**src/rtl/mem_arbiter_pkg.sv**
```systemverilog
// Shared op codes, error bit positions and FSM encoding for the memory arbiter.
package mem_arbiter_pkg;
  localparam int IOSTATEWIDTH = 2;

  localparam logic [IOSTATEWIDTH-1:0] IDEL = 2'b00;
  localparam logic [IOSTATEWIDTH-1:0] RD   = 2'b01;
  localparam logic [IOSTATEWIDTH-1:0] WT   = 2'b10;
  localparam logic [IOSTATEWIDTH-1:0] ILL  = 2'b11;

  localparam int ERR_TIMEOUT = 0;
  localparam int ERR_ILLEGAL = 1;

  typedef enum logic [1:0] {
    S_IDLE = 2'd0,
    S_WAIT = 2'd1,
    S_RESP = 2'd2
  } state_t;
endpackage

```
**src/rtl/mem_arbiter_rr_pick.sv**
```systemverilog
// Combinational round-robin picker: first requester at or after ptr that is
// not masked out.
module rr_pick #(
  parameter int NREQ = 4,
  parameter int PW   = $clog2(NREQ)
) (
  input  logic [NREQ-1:0] req,
  input  logic [NREQ-1:0] mask,
  input  logic [PW-1:0]   ptr,
  output logic            valid,
  output logic [PW-1:0]   idx
);
  logic [NREQ-1:0] elig;

  always_comb begin
    elig  = req & ~mask;
    valid = 1'b0;
    idx   = '0;
    for (int k = 0; k < NREQ; k++) begin
      automatic int j = (int'(ptr) + k) % NREQ;
      if (!valid && elig[PW'(j)]) begin
        valid = 1'b1;
        idx   = PW'(j);
      end
    end
  end
endmodule

```
**src/rtl/mem_arbiter.sv**
```systemverilog
// Round-robin sequencer sharing one variable-latency memory port between
// NREQ caches, with a WAIT watchdog and sticky error bits.
module mem_arbiter
  import mem_arbiter_pkg::*;
#(
  parameter int NREQ    = 4,
  parameter int ADDRW   = 8,
  parameter int WORDW   = 32,
  parameter int TIMEOUT = 64
) (
  input  logic                    clk,
  input  logic                    reset,
  input  logic [2*NREQ-1:0]       req_rw,
  input  logic [NREQ*ADDRW-1:0]   req_addr,
  input  logic [NREQ*WORDW-1:0]   req_wdata,
  output logic [NREQ-1:0]         gnt,
  output logic [NREQ-1:0]         rsp_done,
  output logic                    rsp_err,
  output logic [WORDW-1:0]        rsp_rdata,
  output logic [1:0]              mem_rw,
  output logic [ADDRW-1:0]        mem_addr,
  output logic [WORDW-1:0]        mem_wdata,
  input  logic                    mem_done,
  input  logic [WORDW-1:0]        mem_rdata,
  output logic [1:0]              err
);
  localparam int PW = $clog2(NREQ);
  localparam int TW = $clog2(TIMEOUT);

  state_t            state, nstate;
  logic [PW-1:0]     ptr, own, win;
  logic [NREQ-1:0]   mask, req, win_oh;
  logic              win_vld, tmo;
  logic [TW-1:0]     timer;
  logic [1:0]        win_rw;
  logic [ADDRW-1:0]  win_addr;
  logic [WORDW-1:0]  win_wdata;

  always_comb begin
    req       = '0;
    win_rw    = IDEL;
    win_addr  = '0;
    win_wdata = '0;
    win_oh    = '0;
    for (int i = 0; i < NREQ; i++) begin
      req[i] = req_rw[2*i +: 2] != IDEL;
      if (PW'(i) == win) begin
        win_rw    = req_rw[2*i +: 2];
        win_addr  = req_addr[ADDRW*i +: ADDRW];
        win_wdata = req_wdata[WORDW*i +: WORDW];
      end
    end
    win_oh[win] = 1'b1;
  end

  rr_pick #(.NREQ(NREQ), .PW(PW)) u_pick (
    .req   (req),
    .mask  (mask),
    .ptr   (ptr),
    .valid (win_vld),
    .idx   (win)
  );

  assign tmo = timer == TW'(TIMEOUT - 1);

  always_ff @(posedge clk) begin
    if (reset) state <= S_IDLE;
    else       state <= nstate;
  end

  always_comb begin
    nstate = state;
    case (state)
      S_IDLE: if (win_vld) nstate = (win_rw == ILL) ? S_RESP : S_WAIT;
      S_WAIT: if (mem_done || tmo) nstate = S_RESP;
      S_RESP: nstate = S_IDLE;
      default: nstate = S_IDLE;
    endcase
  end

  // All outputs are registered; rsp_done/rsp_err are loaded on entry to RESP
  // so the pulse lines up with the RESP cycle.
  always_ff @(posedge clk) begin
    if (reset) begin
      ptr       <= '0;
      own       <= '0;
      mask      <= '0;
      timer     <= '0;
      gnt       <= '0;
      rsp_done  <= '0;
      rsp_err   <= 1'b0;
      rsp_rdata <= '0;
      mem_rw    <= IDEL;
      mem_addr  <= '0;
      mem_wdata <= '0;
      err       <= '0;
    end else begin
      rsp_done <= '0;
      rsp_err  <= 1'b0;
      mask     <= '0;
      case (state)
        S_IDLE: if (win_vld) begin
          own <= win;
          gnt <= win_oh;
          if (win_rw == ILL) begin
            err[ERR_ILLEGAL] <= 1'b1;
            rsp_done         <= win_oh;
            rsp_err          <= 1'b1;
          end else begin
            mem_rw    <= win_rw;
            mem_addr  <= win_addr;
            mem_wdata <= win_wdata;
            timer     <= '0;
          end
        end
        S_WAIT: begin
          if (mem_done) begin
            mem_rw    <= IDEL;
            rsp_done  <= gnt;
            rsp_rdata <= (mem_rw == RD) ? mem_rdata : '0;
          end else if (tmo) begin
            err[ERR_TIMEOUT] <= 1'b1;
            mem_rw           <= IDEL;
            rsp_done         <= gnt;
            rsp_err          <= 1'b1;
          end else begin
            timer <= timer + 1'b1;
          end
        end
        S_RESP: begin
          gnt       <= '0;
          rsp_rdata <= '0;
          mask      <= gnt;
          ptr       <= (own == PW'(NREQ - 1)) ? '0 : own + 1'b1;
        end
        default: ;
      endcase
    end
  end
endmodule

```
**config.mk**
```make
export PLATFORM = sky130hd
export DESIGN_NAME = mem_arbiter
export DESIGN_NICKNAME = d
export VERILOG_FILES = /design/src/rtl/mem_arbiter_pkg.sv /design/src/rtl/mem_arbiter_rr_pick.sv /design/src/rtl/mem_arbiter.sv
export SDC_FILE = /design/constraint.sdc
export NUM_CORES = 1
export LEC_CHECK = 0
export ABC_CLOCK_PERIOD_IN_PS = 5340
export CAP_MARGIN = 20
export CORE_AREA = 2 2 116 118
export DETAILED_ROUTE_END_ITERATION = 10
export DIE_AREA = 0 0 118 120
export PLACE_DENSITY = 0.92
export SLEW_MARGIN = 20
export SYNTH_ARGS = -nofsm -noshare
export SYNTH_HDL_FRONTEND = slang
export SYNTH_SLANG_ARGS = --single-unit
```
**constraint.sdc**
```tcl
create_clock -name clk -period 5.34 [get_ports clk]
set_input_delay 0.534 -clock clk [delete_from_list [all_inputs] [get_ports clk]]
set_output_delay 0.534 -clock clk [all_outputs]
set_load 0.005 [all_outputs]
```
==> impl_metrics.ini <==
[global_routing]
grt_first_pass_wirelength_um = 32300
first_global_vias = 6119
antenna_found_initial = 0
globalRoute.totalOverflow = 0
grtUsageTotal_pct = 28.5
grt_max_degree = 71

[logic_synthesis]
synthTopCellsByArea = dfxtp_1 (36%), nand2_1 (8.0%), a311o_1 (7.0%)
syn-cell-area_um2 = 5610
yosys.cell_types.count = 47
postSynthRegisterBits = 101
synth.yosys.seq_area_share_pct = 36.1
synth_top_cell_area_share_pct = 36.1
synth_area_leader_cell = dfxtp_1
post_synth_most_frequent_cells = nand2_1 (120), dfxtp_1 (101), clkbuf_1 (62)
yosys_warnings = 0
postSynth.asyncResetShare_pct = 0
post_synth.cell_area_avg_um2 = 8.26
synth_enable_flop_cells = 0
mappedNetlistNets = 884
cell_with_the_most_instances_after_synthesis = nand2_1
synth_flop_cell = dfxtp_1
synthesis.instances = 679

[outcome]
run_status = finished clean

[cts]
cts-buffers-inserted = 9
worst_skew_pair.late_latency_ns = 0.35
count_of_clock_tree_sinks = 101
cts_setup_buffers = 0
cts-root-to-sink-buffers = 2
clk_pin_slew_ns = 0.07
post_cts.resized_instances = 0
htree_num_levels = 3
postCtsHoldBufs = 0
tritoncts = yes
cts-root-buf = clkbuf_16

[pwr]
power_density_nw_per_um2 = 296
p_leak_nw = 3.31
total_power_mw = 2.61
irDropWorstVdd_uv = 194

[layout]
areaGrowthSynthToFinish_pct = 57.2
layout.filler_cells = 1066
nets = 1117
antennaDiodeCount = 0
layout_cells_sized_above_1_pct = 5.34

[min_path]
holdCritPathClass = reg -> reg

[setup_path]
critical_path_required_ns = 5.53
cp-end-kind = flop
critPathKind = in -> reg
data_arrival_time_of_the_worst_path_ns = 3.86
path_max_fanout = 40
cp_startpoint_kind = primary input

[sta]
finalHoldViolCount = 0
fmaxAchievable_mhz = 273
timing.clock.skew_ns = 0.0109
timing.final.crit_period_ns = 3.67
finalHoldWorstSlack_ns = 0.451
rsz0062_at_grt = false
maxSlewViolCount = 0
max_slew.worst_pin.slew_ns = 1.02
finalSetupViolCount = 0
final.period_utilization_pct = 68.6
maxSlewHeadroom_pct = 32.0
setup_total_negative_slack_ns = 0

[placement]
detailed_place_hpwl_um = 14400
final_wtd_congestion = 0.914
place.port_buffers = 287

[floorplan]
fp-row-count = 42
die-area_um2 = 14200
core-area_um2 = 13000
initial_core_util_pct = 43.2
floorplan.io_pins = 288
floorplan.die.height_um = 120
die_width_um = 118

[job]
maxCapViolCount = 0

[drt]
via_count = 6418
drt_iter0_drc = 560
final_antenna_net_count = 0
routedWlPerCell_um = 18.9
drc = 0
wirelength_um = 20700
drt_pass1_iterations = 5
drt-vias-per-instance = 5.87
state kept, by name, indices dropped and copies added (netlist names), 2 cells and up:
register	flops
gnt	4
mem_addr	8
rsp_done	4
rsp_rdata	32
own	2
timer	6
state	2
ptr	2
mem_rw	2
err	2
mask	4
mem_wdata	32
worst max-delay path: stages:
cell and delay, ns:
clkdlybuf4s50_1 0.45, o21bai_1 0.45, o311a_2 0.29, o21a_2 0.48, mux4_2 0.63, nor2_4 0.81
o32ai_1 0.20
cell usage in the layout (no fill, tap or decap), types with 8 or more instances in the layout:
| master | netlist | final |
|---|---|---|
| nand2b_1 | 43 | 43 |
| nand3_1 | 39 | 39 |
| a21oi_1 | 47 | 45 |
| o32ai_1 | 40 | 40 |
| a311o_1 | 39 | 39 |
| nor3_1 | 8 | 8 |
| clkdlybuf4s50_1 | 0 | 286 |
| buf_4 | 10 | 13 |
| clkbuf_16 | 0 | 9 |
| dfxtp_1 | 101 | 101 |
| o211a_1 | 39 | 39 |
| a211oi_1 | 42 | 42 |
| inv_1 | 14 | 14 |
| nand2_1 | 120 | 119 |
power breakdown:
group / leakage, nW / switching, mW / internal [mW] / total (mW)
logic: 2.34 / 0.508 / 0.521 / 1.03
registers: 0.824 / 0.0741 / 0.859 / 0.933
clock network: 0.145 / 0.318 / 0.328 / 0.646
kinds of logic (layout without fill, tap and decap cells):
family | after synthesis | in the layout | share of synthesized area [%]
and+or+nand+nor | 241 | 241 | 20.3
muxes | 6 | 6 | 1.99
DFF | 101 | 101 | 36.1
buffers and inverters | 92 | 330 | 6.94
adders and majority gates | 2 | 2 | 0.446
AOI/OAI and AO/OA | 236 | 236 | 34.1
xor gates and xnor gates | 1 | 1 | 0.156
per-layer routing:
layer	share of wire, %	GRT usage [%]	up-vias
li1	-	-	3007
met1	40	35.1	3016
met2	47	47.0	335
met3	8.6	7.70	60
met4	3.8	12.3	0
met5	0	0	-
area by class of cell:
type	instances	area, um^2	area share (%)
Clock inverter	7	67.6	0.766
Clock buffer	9	225	2.55
Sequential cell	101	2020	22.9
Tap cell	176	220	2.50
Inverter	15	56.3	0.639
Timing Repair Buffer	299	2960	33.6
Multi-Input combinational cell	486	3260	37.0
path summary, 6_finish.rpt:
kind	from	endpoint	slack, ns	cells after the start
max	req_rw[3]	mem_wdata[30]	1.67	7
min	rsp_rdata[12]	rsp_rdata[12]	0.45	2
max reg2reg	ptr[1]	mem_wdata[25]	1.93	8
min reg2reg	rsp_rdata[12]	rsp_rdata[12]	0.45	2
metrics by stage:
step / utilization, % / area [um^2] / cells / setup slack, ns
detailed placement: 65.6 / 8520 / 1077 / 1.29
finish: 67.9 / 8820 / 1093 / 1.67
CTS: 67.9 / 8810 / 1093 / 1.68
global route: 67.9 / 8820 / 1093 / 1.50
floorplan: - / 5610 / 679 / 2.67
global placement: 65.6 / 8520 / 1077 / 1.40
No activity file was read; power rests on OpenSTA's default activity.
